## config.mk

```make
export PLATFORM = sky130hd
export DESIGN_NAME = second_game_session_ctrl
export DESIGN_NICKNAME = d
export VERILOG_FILES = /design/src/rtl/second_game_session_ctrl.sv
export SDC_FILE = /design/constraint.sdc
export NUM_CORES = 1
export LEC_CHECK = 0
export CAP_MARGIN = 20
export CORE_ASPECT_RATIO = 2
export CORE_MARGIN = 5
export CORE_UTILIZATION = 45
export CTS_BUF_LIST = sky130_fd_sc_hd__clkbuf_16
export CTS_CLUSTER_SIZE = 12
export DETAILED_ROUTE_END_ITERATION = 8
export GPL_TIMING_DRIVEN = 0
export HOLD_SLACK_MARGIN = 0.02
export PLACE_DENSITY = 0.66
export SLEW_MARGIN = 0
export SYNTH_ARGS = -nofsm -noshare
export SYNTH_HDL_FRONTEND = slang
export SYNTH_SLANG_ARGS = --single-unit
```

## constraint.sdc

```tcl
create_clock -name clk -period 3.9 [get_ports clk]
set_clock_uncertainty 0.15 [all_clocks]
set_input_delay 1.17 -clock clk [delete_from_list [all_inputs] [get_ports clk]]
set_output_delay 1.17 -clock clk [all_outputs]
set_load 0.01 [all_outputs]
```

## src/rtl/second_game_session_ctrl.sv

```systemverilog
// second_game_session_ctrl: session FSM sequencing second_game_engine through
// idle, countdown, play, pause, lose and game-over phases.
// Also keeps score, best score and lives for the overlay.
// Ports: clk, arst (async, active-high); i_button_start / i_button_pause
// (synchronized levels); i_engine_lose (engine loss pulse);
// o_engine_pause / o_engine_arst_n (engine drive); o_state, o_countdown,
// o_score, o_best_score, o_lives (overlay, all registered).
// Macro SECOND_GAME_LIVES_EN enables multi-life play; without it o_lives is 1
// and every loss ends the game.
module second_game_session_ctrl #(
   parameter int FRAME_DIV         = 262144,
   parameter int COUNT_STEP_FRAMES = 64,
   parameter int LOSE_HOLD_FRAMES  = 128,
   parameter int SCORE_FRAMES      = 60,
   parameter int LIVES             = 3,
   parameter int SCORE_W           = 16
) (
   input  logic               clk,
   input  logic               arst,
   input  logic               i_button_start,
   input  logic               i_button_pause,
   input  logic               i_engine_lose,
   output logic               o_engine_pause,
   output logic               o_engine_arst_n,
   output logic [2:0]         o_state,
   output logic [1:0]         o_countdown,
   output logic [SCORE_W-1:0] o_score,
   output logic [SCORE_W-1:0] o_best_score,
   output logic [1:0]         o_lives
);

   typedef enum logic [2:0] {
      S_IDLE  = 3'd0,
      S_COUNT = 3'd1,
      S_PLAY  = 3'd2,
      S_PAUSE = 3'd3,
      S_LOSE  = 3'd4,
      S_OVER  = 3'd5
   } state_t;

   localparam int CW = (FRAME_DIV > 1) ? $clog2(FRAME_DIV) : 1;
   localparam int FA = (COUNT_STEP_FRAMES > SCORE_FRAMES) ?
                       COUNT_STEP_FRAMES : SCORE_FRAMES;
   localparam int FM = (FA > LOSE_HOLD_FRAMES) ? FA : LOSE_HOLD_FRAMES;
   localparam int FW = (FM > 1) ? $clog2(FM) : 1;

   state_t             state, state_d;
   logic               start_q, pause_q;
   logic               start_rise, pause_rise;
   logic [CW-1:0]      cnt, cnt_d;
   logic [FW-1:0]      frames, frames_d;
   logic [1:0]         digit, digit_d;
   logic [SCORE_W-1:0] score, score_d;
   logic [SCORE_W-1:0] best, best_d;
   logic               eng_pause, eng_pause_d;
   logic               eng_rst_n, eng_rst_n_d;
   logic               run, tick, frame_last, step_done;
   logic               keep_phase;
   logic               lives_left;

   assign start_rise = i_button_start & ~start_q;
   assign pause_rise = i_button_pause & ~pause_q;

   // Frame counter only advances in the timed phases.
   assign run  = (state == S_COUNT) || (state == S_PLAY) ||
                 (state == S_LOSE);
   assign tick = run && (cnt == CW'(FRAME_DIV - 1));

   always_comb begin
      frame_last = 1'b0;
      case (state)
         S_COUNT: frame_last = frames == FW'(COUNT_STEP_FRAMES - 1);
         S_PLAY:  frame_last = frames == FW'(SCORE_FRAMES - 1);
         S_LOSE:  frame_last = frames == FW'(LOSE_HOLD_FRAMES - 1);
         default: frame_last = 1'b0;
      endcase
   end

   assign step_done = tick && frame_last;

`ifdef SECOND_GAME_LIVES_EN
   logic [1:0] lives, lives_d;

   always_comb begin
      lives_d = lives;
      if (state == S_IDLE ||
          (state == S_OVER && state_d == S_COUNT))
         lives_d = 2'(LIVES);
      else if (state == S_PLAY && i_engine_lose && lives != 2'd0)
         lives_d = lives - 2'd1;
   end

   always_ff @(posedge clk or posedge arst) begin
      if (arst) lives <= 2'(LIVES);
      else      lives <= lives_d;
   end

   assign lives_left = lives != 2'd0;
   assign o_lives    = lives;
`else
   assign lives_left = 1'b0;
   // Evaluates to 1 for any legal LIVES (1..3).
   assign o_lives    = 2'(LIVES != 0);
`endif

   always_comb begin
      state_d = state;
      unique case (state)
         S_IDLE:  if (start_rise) state_d = S_COUNT;
         S_COUNT: if (step_done && digit == 2'd1) state_d = S_PLAY;
         S_PLAY: begin
            if (i_engine_lose)   state_d = S_LOSE;
            else if (pause_rise) state_d = S_PAUSE;
         end
         S_PAUSE: if (pause_rise || start_rise) state_d = S_PLAY;
         S_LOSE:  if (step_done)
            state_d = lives_left ? S_COUNT : S_OVER;
         S_OVER:  if (start_rise) state_d = S_COUNT;
         default: state_d = S_IDLE;
      endcase
   end

   // PLAY<->PAUSE keeps the frame phase so a resume continues
   // exactly where the pause froze it.
   assign keep_phase = (state == S_PLAY  && state_d == S_PAUSE) ||
                       (state == S_PAUSE && state_d == S_PLAY);

   always_comb begin
      cnt_d    = cnt;
      frames_d = frames;
      if (state_d != state && !keep_phase) begin
         cnt_d    = '0;
         frames_d = '0;
      end else if (run) begin
         cnt_d = tick ? '0 : cnt + CW'(1);
         if (tick)
            frames_d = frame_last ? '0 : frames + FW'(1);
      end
   end

   always_comb begin
      digit_d = 2'd0;
      if (state_d == S_COUNT) begin
         if (state != S_COUNT) digit_d = 2'd3;
         else if (step_done)   digit_d = digit - 2'd1;
         else                  digit_d = digit;
      end
   end

   always_comb begin
      score_d = score;
      best_d  = best;
      if (state == S_IDLE)
         score_d = '0;
      else if (state == S_OVER && state_d == S_COUNT)
         score_d = '0;
      else if (state == S_PLAY && step_done && score != '1)
         score_d = score + SCORE_W'(1);
      if (state_d == S_OVER && state != S_OVER && score > best)
         best_d = score;
   end

   always_comb begin
      eng_pause_d = state_d != S_PLAY;
      eng_rst_n_d = !(state_d == S_IDLE || state_d == S_OVER) &&
                    !(state == S_LOSE && state_d == S_COUNT);
   end

   always_ff @(posedge clk or posedge arst) begin
      if (arst) begin
         state     <= S_IDLE;
         start_q   <= 1'b1;
         pause_q   <= 1'b1;
         cnt       <= '0;
         frames    <= '0;
         digit     <= 2'd0;
         score     <= '0;
         best      <= '0;
         eng_pause <= 1'b1;
         eng_rst_n <= 1'b0;
      end else begin
         state     <= state_d;
         start_q   <= i_button_start;
         pause_q   <= i_button_pause;
         cnt       <= cnt_d;
         frames    <= frames_d;
         digit     <= digit_d;
         score     <= score_d;
         best      <= best_d;
         eng_pause <= eng_pause_d;
         eng_rst_n <= eng_rst_n_d;
      end
   end

   assign o_state         = state;
   assign o_countdown     = digit;
   assign o_score         = score;
   assign o_best_score    = best;
   assign o_engine_pause  = eng_pause;
   assign o_engine_arst_n = eng_rst_n;

endmodule
```

==> flow_summary.json <==
{
  "drv_cap": 0,
  "required_ps": 4000,
  "reg2reg_to": "o_score[8]",
  "setup.worst_path.end": "o_score[8]",
  "total_power_mw": 1.778,
  "slowest_stage": "a2111oi_0",
  "synth_edf_count": 0,
  "first_global_vias": 3402,
  "setup-violations-final": 0,
  "cts.sinks": 66,
  "setup_ws_ps": 229.1,
  "syn_to_final_growth_pct": 22.90,
  "power.leakage_nw": 2.031,
  "drt_iter0_drc": 240,
  "critPathLaunch": "frames[0]",
  "timing.final.crit_share": 0.9412,
  "cts_root_buffer": "clkbuf_16",
  "drive_gt1_frac": 0.09804,
  "critPathLaunchType": "register",
  "die_h_um": 140.4,
  "postCtsSetupBuffers": 0,
  "rsz0062_at_grt": "no",
  "final_cell_mix": "dfrtp_1 (63), clkdlybuf4s50_1 (43), nor2_1 (38)",
  "track_usage": 0.2067,
  "row_count": 47,
  "critPathKind": "reg -> reg",
  "clk_pin_slew_ps": 50,
  "dp_hpwl_um": 7365,
  "cts-buffers-inserted": 9,
  "synth_seq_cells": 66,
  "ir_drop_uv": 280.6,
  "drc": 0,
  "synth_cell_types": 54,
  "seq_area_frac_synth": 0.4328,
  "htreeDepth": 3,
  "io_buffers": 43,
  "finish.instance_area_um2": 4701,
  "ys.warnings.count": 0,
  "avgViaCountPerCell": 5.770,
  "die_w_um": 75.19,
  "end_kind": "register",
  "power_density_nw_per_um2": 378.2,
  "finalSetupTns_ps": 0,
  "via_count": 3214,
  "ys_async_sr_fraction": 1.000,
  "report.final.slew_viol_count": 0,
  "path_depth": 7,
  "reg2reg_slack_ps": 230,
  "cp.arrival_ps": 3770,
  "synthCells": 399,
  "ant_nets": 0,
  "io-pin-count": 46,
  "crit_family": "simple AND/OR/NAND/NOR gates",
  "overflow": 0,
  "dieArea_um2": 10560,
  "outcome": "finished, final reports clean",
  "clock_path_buffers": 2,
  "wl_um": 9955,
  "drtPass1Iterations": 4,
  "hold_viol_final": 0,
  "syn_area_um2": 3825,
  "gp_congestion": 0.8801,
  "critical_path.max_stage_delay_ps": 840,
  "reg2reg_from": "frames[0]",
  "dp_cells": 541,
  "synth_nets": 424,
  "reg2reg_depth": 7,
  "crit_chain": "ha_1, nand4_1, or4_1, a2111oi_0, nand4_1, or3_1, a21oi_1",
  "yosys_most_used_dff": "dfrtp_1",
  "drt-wirelength-per-cell_um": 17.87,
  "grt_pass1_wl_um": 16750,
  "worst_pin_slew_ps": 911.5,
  "preCtsSetupSlack_ps": 181.3,
  "fmax_mhz": 272.4,
  "cts_tree": "done",
  "cp_num_buf_inv": 0,
  "fin_nets": 479,
  "antenna_found_initial": 0,
  "max_slew_margin": 0.3766,
  "clk-insertion-delay-late_ps": 330,
  "final_common_cell": "dfrtp_1",
  "placed_cell_area_um2": 4385,
  "coreArea_um2": 8292,
  "path_max_fanout": 9,
  "grt_max_degree": 67,
  "start_util": 0.4613,
  "diodes": 0,
  "postSynthAreaPerCell_um2": 9.586,
  "min_path_type": "reg -> reg",
  "final_cells": 557,
  "cp_common_cell": "nand4_1",
  "min_period_ps": 3671
}
-- registers in the layout, summed over array words and instances, names as in the netlist --
signal	cells
start_q	1
pause_q	1
o_state	3
o_engine_pause	1
o_best_score	16
o_engine_arst_n	1
cnt	18
frames	7
o_countdown	2
o_score	16
-- worst reg2reg max path: stages (launching register included) --
cell and delay [ps]:
dfrtp_1 410, ha_1 250, nand4_1 170, or4_1 650, a2111oi_0 840, nand4_1 490
or3_1 480, a21oi_1 160
-- layer usage --
layer  vias to the layer above  wire length [um]  global-route usage
li1                       1538                 -                   -
met1                      1581              3565              0.2263
met2                        74              5772              0.3694
met3                        21               259             0.03802
met4                         0               358             0.09401
met5                         -                 0                   0
-- repair_timing --
item | in CTS | in global routing
hold endpoints to repair | 0 | 0
hold buffers | 0 | 0
resized for setup | 0 | 1
endpoints found under the setup margin | 0 | 9
-- area by class of cell --
cell class,count,area (um^2)
Clock inverter,7,85.08
Tap cell,98,122.6
Buffer,13,87.58
Clock buffer,9,225.2
Timing Repair Buffer,44,435.4
Sequential cell,66,1655
Fill cell,749,3591
Multi-Input combinational cell,291,1978
Inverter,29,111.4
-- through the flow --
stage	hold slack, ps	util
after floorplan	321.7	-
after global placement	352.9	0.5280
after detailed placement	353.4	0.5289
after CTS	360.6	0.5663
after global routing	409.6	0.5669
final	359.4	0.5669
-- kinds of logic (layout without fill, tap and decap cells) --
logic type,after synthesis,count (layout),share of synthesized area
xor+xnor,27,27,0.06183
simple gates,159,159,0.2146
mux,19,19,0.06248
compound gates,64,64,0.1096
fa+ha+maj,20,20,0.06542
flops,66,66,0.4328
buf+inv,42,102,0.05136
other cells,2,2,0.001963
-- Yosys cell counts, drive strengths merged (5+ instances only) --
cell type | number | area (um^2)
or3 | 7 | 43.79
nor4 | 6 | 37.54
ha | 20 | 250.2
nand4 | 17 | 106.4
o21ai | 17 | 85.08
xor2 | 12 | 105.1
buf | 6 | 61.30
nand2 | 26 | 97.59
nor2 | 38 | 142.6
mux2 | 15 | 199.0
and4 | 5 | 43.79
nand3 | 17 | 85.08
clkbuf | 7 | 26.28
xnor2 | 15 | 131.4
inv | 29 | 108.9
dfrtp | 63 | 1577
nand2b | 8 | 50.05
nor3 | 16 | 80.08
a21oi | 19 | 95.09
-- report_power, final --
group / internal [mW] / switching (mW)
clock: 0.552 / 0.293
sequential: 0.732 / 0.0470
combinational: 0.0756 / 0.0776
total: 1.36 / 0.418
-- worst min path at each step --
stage | from | depth (start not counted) | to | slack (ps)
final | cnt[15] | 1 | cnt[15] | 360
after global routing | cnt[1] | 1 | cnt[1] | 410
after CTS | cnt[15] | 1 | cnt[15] | 360
after detailed placement | cnt[15] | 1 | cnt[15] | 350
after global placement | cnt[15] | 1 | cnt[15] | 350
after floorplan | cnt[15] | 1 | cnt[15] | 320
Power figures use the tool's default switching activity.
